==> config.mk <==
export PLATFORM = sky130hd
export DESIGN_NAME = adc_scan_sequencer
export DESIGN_NICKNAME = d
export VERILOG_FILES = /design/src/rtl/adc_pkg.sv /design/src/rtl/cycle_counter.sv /design/src/rtl/adc_scan_sequencer.sv
export SDC_FILE = /design/constraint.sdc
export NUM_CORES = 1
export LEC_CHECK = 0
export ABC_AREA = 1
export CORE_MARGIN = 2
export CORE_UTILIZATION = 45
export CTS_BUF_LIST = sky130_fd_sc_hd__clkbuf_8
export DETAILED_ROUTE_END_ITERATION = 7
export GPL_ROUTABILITY_DRIVEN = 0
export MAX_ROUTING_LAYER = met4
export PLACE_DENSITY = 0.7
export SLEW_MARGIN = 40
export SYNTH_ARGS = -nofsm -noshare
export SYNTH_HDL_FRONTEND = slang
export SYNTH_SLANG_ARGS = --single-unit
==> constraint.sdc <==
create_clock -name clk -period 4.2 [get_ports clk]
set_clock_uncertainty 0.2 [all_clocks]
set_input_delay 0.84 -clock clk [delete_from_list [all_inputs] [get_ports clk]]
set_output_delay 0.84 -clock clk [all_outputs]
set_load 0.01 [all_outputs]
==> src/rtl/adc_pkg.sv <==
// Shared types and helpers for the ADC scan sequencer.
// Holds the scan FSM state encoding and the channel-mask walker.
package adc_pkg;

    typedef enum logic [2:0] {
        IDLE,
        SELECT,
        CONVERT,
        STORE,
        NEXT
    } state_t;

    // Next set bit above idx within the lowest n bits of mask.
    // When none remains, wrap=1 and the lowest set bit is returned.
    function automatic logic [3:0] next_set(
        input  logic [15:0] mask,
        input  int          idx,
        input  int          n,
        output logic        wrap
    );
        logic [3:0] r_ch;
        logic       found;
        r_ch  = '0;
        found = 1'b0;
        wrap  = 1'b1;
        for (int i = 0; i < 16; i++) begin
            if (!found && i > idx && i < n && mask[i]) begin
                r_ch  = 4'(i);
                found = 1'b1;
                wrap  = 1'b0;
            end
        end
        for (int i = 0; i < 16; i++) begin
            if (!found && i < n && mask[i]) begin
                r_ch  = 4'(i);
                found = 1'b1;
            end
        end
        return r_ch;
    endfunction

endpackage

==> src/rtl/cycle_counter.sv <==
// Loadable down-counter shared by mux settle and convert timeout.
// Terminal count is flagged while the count sits at zero.
module cycle_counter #(
    parameter int W = 8
) (
    input  logic         clk,
    input  logic         reset,
    input  logic         i_load,
    input  logic [W-1:0] i_value,
    input  logic         i_en,
    output logic         o_tc
);

    logic [W-1:0] r_cnt;

    // Load has priority over counting down.
    always_ff @(posedge clk) begin
        if (reset)
            r_cnt <= '0;
        else if (i_load)
            r_cnt <= i_value;
        else if (i_en && r_cnt != '0)
            r_cnt <= r_cnt - 1'b1;
    end

    assign o_tc = (r_cnt == '0);

endmodule

==> src/rtl/adc_scan_sequencer.sv <==
// Scans masked analog mux channels through an external ADC.
// Settle, discard, capture and timeout are handled per channel.
module adc_scan_sequencer
    import adc_pkg::*;
#(
    parameter int NUM_CH         = 4,
    parameter int WIDTH          = 8,
    parameter int SETTLE_CYCLES  = 1000,
    parameter int DISCARD        = 0,
    parameter int TIMEOUT_CYCLES = 2000000,
    localparam int CH_W          = $clog2(NUM_CH)
) (
    input  logic                    clk,
    input  logic                    reset,
    input  logic                    start,
    input  logic                    continuous,
    input  logic [NUM_CH-1:0]       ch_mask,
    input  logic                    algo_sar_cfg,
    input  logic                    adc_ready,
    input  logic [WIDTH-1:0]        adc_raw,
    output logic [CH_W-1:0]         mux_sel,
    output logic                    adc_enable,
    output logic                    adc_algo_sar,
    output logic                    result_valid,
    output logic [CH_W-1:0]         result_ch,
    output logic [WIDTH-1:0]        result_data,
    output logic [NUM_CH*WIDTH-1:0] results_flat,
    output logic                    busy,
    output logic                    timeout_err,
    input  logic                    err_clear
);

    localparam int CNT_MAX = (SETTLE_CYCLES > TIMEOUT_CYCLES) ?
                             SETTLE_CYCLES : TIMEOUT_CYCLES;
    localparam int CNT_W   = $clog2(CNT_MAX + 1);
    localparam int DISC_W  = $clog2(DISCARD + 2);

    state_t                  r_state;
    logic [NUM_CH-1:0]       r_mask;
    logic                    r_algo;
    logic [CH_W-1:0]         r_mux;
    logic [DISC_W-1:0]       r_disc;
    logic [CH_W-1:0]         r_rch;
    logic [WIDTH-1:0]        r_rdata;
    logic [NUM_CH*WIDTH-1:0] r_flat;
    logic                    r_terr;

    logic [15:0]             w_mask16;
    int                      w_idx;
    logic                    w_wrap;
    logic [CH_W-1:0]         w_nxt_ch;
    logic                    w_load;
    logic [CNT_W-1:0]        w_val;
    logic                    w_en;
    logic                    w_tc;
    logic                    w_capture;
    logic                    w_timeout;

    cycle_counter #(.W(CNT_W)) u_cnt (
        .clk     (clk),
        .reset   (reset),
        .i_load  (w_load),
        .i_value (w_val),
        .i_en    (w_en),
        .o_tc    (w_tc)
    );

    // Channel walker: lowest live bit in IDLE, next shadow bit otherwise.
    always_comb begin
        w_mask16 = (r_state == IDLE) ? 16'(ch_mask) : 16'(r_mask);
        w_idx    = (r_state == IDLE) ? NUM_CH - 1 : int'(r_mux);
        w_wrap   = 1'b0;
        w_nxt_ch = CH_W'(next_set(w_mask16, w_idx, NUM_CH, w_wrap));
    end

    // Counter control: settle on channel entry, timeout on convert entry.
    always_comb begin
        w_load = 1'b0;
        w_val  = CNT_W'(SETTLE_CYCLES - 1);
        w_en   = 1'b0;
        unique case (r_state)
            IDLE:    w_load = 1'b1;
            SELECT: begin
                if (w_tc) begin
                    w_load = 1'b1;
                    w_val  = CNT_W'(TIMEOUT_CYCLES - 1);
                end else begin
                    w_en = 1'b1;
                end
            end
            CONVERT: w_en   = ~w_tc;
            STORE:   w_load = 1'b0;
            NEXT:    w_load = 1'b1;
            default: w_load = 1'b0;
        endcase
    end

    assign w_capture = (r_state == CONVERT) && adc_ready &&
                       (r_disc == DISC_W'(DISCARD));
    assign w_timeout = (r_state == CONVERT) && !w_capture && w_tc;

    // Scan FSM with shadowed config and captured results.
    always_ff @(posedge clk) begin
        if (reset) begin
            r_state <= IDLE;
            r_mask  <= '0;
            r_algo  <= 1'b0;
            r_mux   <= '0;
            r_disc  <= '0;
            r_rch   <= '0;
            r_rdata <= '0;
            r_flat  <= '0;
        end else begin
            unique case (r_state)
                IDLE: begin
                    if (start && |ch_mask) begin
                        r_mask  <= ch_mask;
                        r_algo  <= algo_sar_cfg;
                        r_mux   <= w_nxt_ch;
                        r_state <= SELECT;
                    end
                end
                SELECT: begin
                    r_disc <= '0;
                    if (w_tc)
                        r_state <= CONVERT;
                end
                CONVERT: begin
                    if (w_capture) begin
                        r_rch   <= r_mux;
                        r_rdata <= adc_raw;
                        for (int i = 0; i < NUM_CH; i++)
                            if (r_mux == CH_W'(i))
                                r_flat[i*WIDTH +: WIDTH] <= adc_raw;
                        r_state <= STORE;
                    end else if (w_timeout) begin
                        r_state <= NEXT;
                    end else if (adc_ready) begin
                        r_disc <= r_disc + 1'b1;
                    end
                end
                STORE: r_state <= NEXT;
                NEXT: begin
                    if (!w_wrap || continuous) begin
                        r_mux   <= w_nxt_ch;
                        r_state <= SELECT;
                    end else begin
                        r_state <= IDLE;
                    end
                end
                default: r_state <= IDLE;
            endcase
        end
    end

    // Sticky timeout flag; a new timeout beats a clear.
    always_ff @(posedge clk) begin
        if (reset)
            r_terr <= 1'b0;
        else if (w_timeout)
            r_terr <= 1'b1;
        else if (err_clear)
            r_terr <= 1'b0;
    end

    assign mux_sel      = r_mux;
    assign busy         = (r_state != IDLE);
    assign adc_enable   = (r_state == CONVERT);
    assign adc_algo_sar = busy & r_algo;
    assign result_valid = (r_state == STORE);
    assign result_ch    = r_rch;
    assign result_data  = r_rdata;
    assign results_flat = r_flat;
    assign timeout_err  = r_terr;

endmodule

==> summary.txt <==
Synthesis
  – Post-synth top area share: around two fifths
  – Cell accounting for the most synthesized area: dfxtp_1
  – Mapped Cells: just over 500
  – Ys flop type: dfxtp_1
  – Post-synthesis sequential area ratio: approximately two fifths
  – Synth Register Bits: between 70 and 80
  – Synth cell types: 38
  – Top cells by area, synth: dfxtp_1 (41%), nand2_1 (7.8%), a21oi_1 (7.4%)
  – Syn_nets: approximately 530
  – Ys Warns: 0
  – Async SR Flop Fraction: 0%
  – Avg Cell Area, Syn: 7.20 µm²
  – Post-synth EDFFs: 0
  – Synth Cell Area: roughly 3700 µm²

Cells and area
  – Fillers: approximately 770
  – Area of the multi-input gates: about 1800 µm²
  – Post-route cell area: 4650 µm²
  – Final Net Count: a little under 600
  – Share of layout cells above drive strength 1: about a tenth
  – FF+latch area: between 1500 and 2000 µm²
  – ANT cells: 0
  – Area Overhead vs Synth: 25.7%

Global routing
  – Busiest metal layer after global routing: met2
  – Grt met2 use: 36.3%
  – Initial antenna violation count: 0
  – Grt total ovfl: 0
  – Via count of the first global-routing pass: roughly 3.3k
  – First-pass GRT wire length: 15600 µm
  – Met1 Use GR: between 20% and 30%
  – Met3 usage: 2.79%
  – Overall Global Routing Usage: about 23%
  – Pin count of the biggest net entering global routing: 36

Place
  – HPWL after detailed placement: 6690 µm
  – Placed instance area: between 4000 and 5000 µm²
  – Input/output buffers: between 60 and 70

Die
  – Row Count: 33
  – Die Ht: between 90 and 100 µm
  – Die area: between 8000 and 9000 µm²
  – Core Region: approximately 8000 µm²
  – Boundary Pins: 68
  – Die Wd: about 95 µm
  – Initial core utilization: 45.7%

Run
  – Max Cap Viol: 0

STA
  – Fmax: between 300 and 400 MHz
  – Max_slew headroom: between 60% and 70%
  – WHS: 251 ps
  – Final hold violations: 0
  – Slew @ Worst Pin: 510 ps
  – Final setup fails: 0
  – Slew Limit Fails: 0
  – Tmin final: 2840 ps
  – Final critical-path share of the clock period: 67.5%
  – RSZ-0062 raised after global routing: false
  – Fin Setup TNS: 0 ps

Setup path
  – Critical Path RT: ~3200 ps
  – Worst EP arrival: between 1500 and 2000 ps
  – CP Max Fanout: 10
  – Critical path type: flip-flop to output port
  – CP Capture Type: output port
  – Critical Path Start Type: flip-flop

Power
  – Power Total: approximately 2.9 mW
  – Max VDD drop: 0.365 mV
  – Leakage: just under 2 nW
  – Pwr Density: 615 nW/µm²

Clock network
  – Root Driver: clkbuf_8
  – Post-CTS Resized: 0
  – Clk_lat worst skew: ~350 ps
  – H-tree depth: 3
  – Post-CTS Hold Fix Bufs: 0
  – CTS Buf Count: 9
  – Clock Path Buffers: 2
  – Clock slew at reported path FFs: about 80 ps
  – Clock Sinks: 75
  – Setup bufs post-CTS: 0
  – CTS tree: built

Route
  – DR vias/cell: about 5.1
  – Post-DR wirelength/cell: between 10 and 15 µm
  – Pre-antenna DRT Iters: 5
  – Post-DRT Antenna Nets: 0
  – DRC violations left: 0
  – Initial DRC Count: 110
  – Routed wire length: between 9000 and 10000 µm
  – Vias: 3496

Min path
  – Worst hold path type: flip-flop to flip-flop

Run status
  – Status: finished, final reports clean
## critical path: stages (launching register included)
cell and delay (ps):
dfxtp_1 360, nor2_4 310, nand2_4 160, inv_2 120, nor2_1 50, clkdlybuf4s50_1 460
## cell families (layout without fill, tap and decap cells)
family / Yosys count / count (layout) / share of synthesized area, %
AO/OA/AOI/OAI: 123 / 123 / 17.9
XOR/XNOR: 6 / 6 / 1.42
adder cells (fa/ha/maj): 1 / 1 / 0.338
buffers and inverters: 89 / 158 / 10.3
flip-flops: 75 / 75 / 40.6
AND/OR/NAND/NOR: 219 / 219 / 29.5
## cell usage after synthesis (7+ instances only)
master	count
clkbuf_1	7
o21ai_0	44
nand3_1	32
inv_2	9
a21oi_1	55
nor2_1	63
o21ai_1	7
dfxtp_1	75
a211oi_1	10
nand2_1	77
nand4_1	7
inv_1	62
nor2_2	10
## where the power goes
group	switching, mW	total [mW]	internal, mW
combinational	0.818	1.25	0.433
sequential	0.121	0.949	0.828
clock	0.297	0.655	0.358
total	1.24	2.86	1.62
## routing by layer
layer  vias to the layer above  routed length [µm]  share of wire [%]
met5                         -                   0                  0
met4                         0                 146                1.5
met3                        11                 334                3.5
met2                        75                4490                 48
met1                      1607                4480                 47
li1                       1803                   -                  -
## layout by cell type, fill, tap and decap left out, drive strengths merged
master,n
nand2,83
nor2,80
dfxtp,75
inv,75
clkdlybuf4s50,67
a21oi,55
o21ai,52
nand3,36
a211oi,10
clkbuf,10
nand4,7
xor2,6
nor3,6
nand3b,5
buf,3
a21boi,2
bufinv,2
o21bai,1
o211ai,1
o21a,1
nor4,1
nor3b,1
o2111ai,1
ha,1
clkinvlp,1
## final timing paths
path | start | to | slack (ps) | cells past startpoint
max | r_state[0]$_SDFFE_PP0P_ | adc_algo_sar | 1360 | 5
min | result_data[2]$_SDFFE_PP0P_ | result_data[2]$_SDFFE_PP0P_ | 250 | 2
min reg2reg | result_data[2]$_SDFFE_PP0P_ | result_data[2]$_SDFFE_PP0P_ | 250 | 2
max reg2reg | u_cnt.r_cnt[0]$_SDFFE_PP0P_ | u_cnt.r_cnt[15]$_SDFFE_PP0P_ | 1900 | 11
## flip-flops by register name, indices dropped and copies added, names as in the netlist
| name | flops |
|---|---|
| r_state | 3 |
| r_mask | 4 |
| results_flat | 32 |
| r_algo | 1 |
| timeout_err | 1 |
| u_cnt.r_cnt | 21 |
| result_data | 8 |
| mux_sel | 2 |
| result_ch | 2 |
| r_disc | 1 |
## stage by stage
step	utilization (%)	cells	worst slack (ps)
3_3_place_gp	54.5	671	1540
2_1_floorplan	-	513	2150
4_1_cts	57.4	687	1360
3_5_place_dp	54.5	671	1500
6_report	57.4	687	1360
5_1_grt	57.4	687	1290
## cell type report
type,count,share of cell area (%)
multi-input cells,349,39.1
clock inverters,6,2.02
well taps,105,2.83
clock buffers,10,2.96
inverters,72,5.87
repair buffers,70,14.9
flip-flops and latches,75,32.3
(Power assumes the default switching activity.)
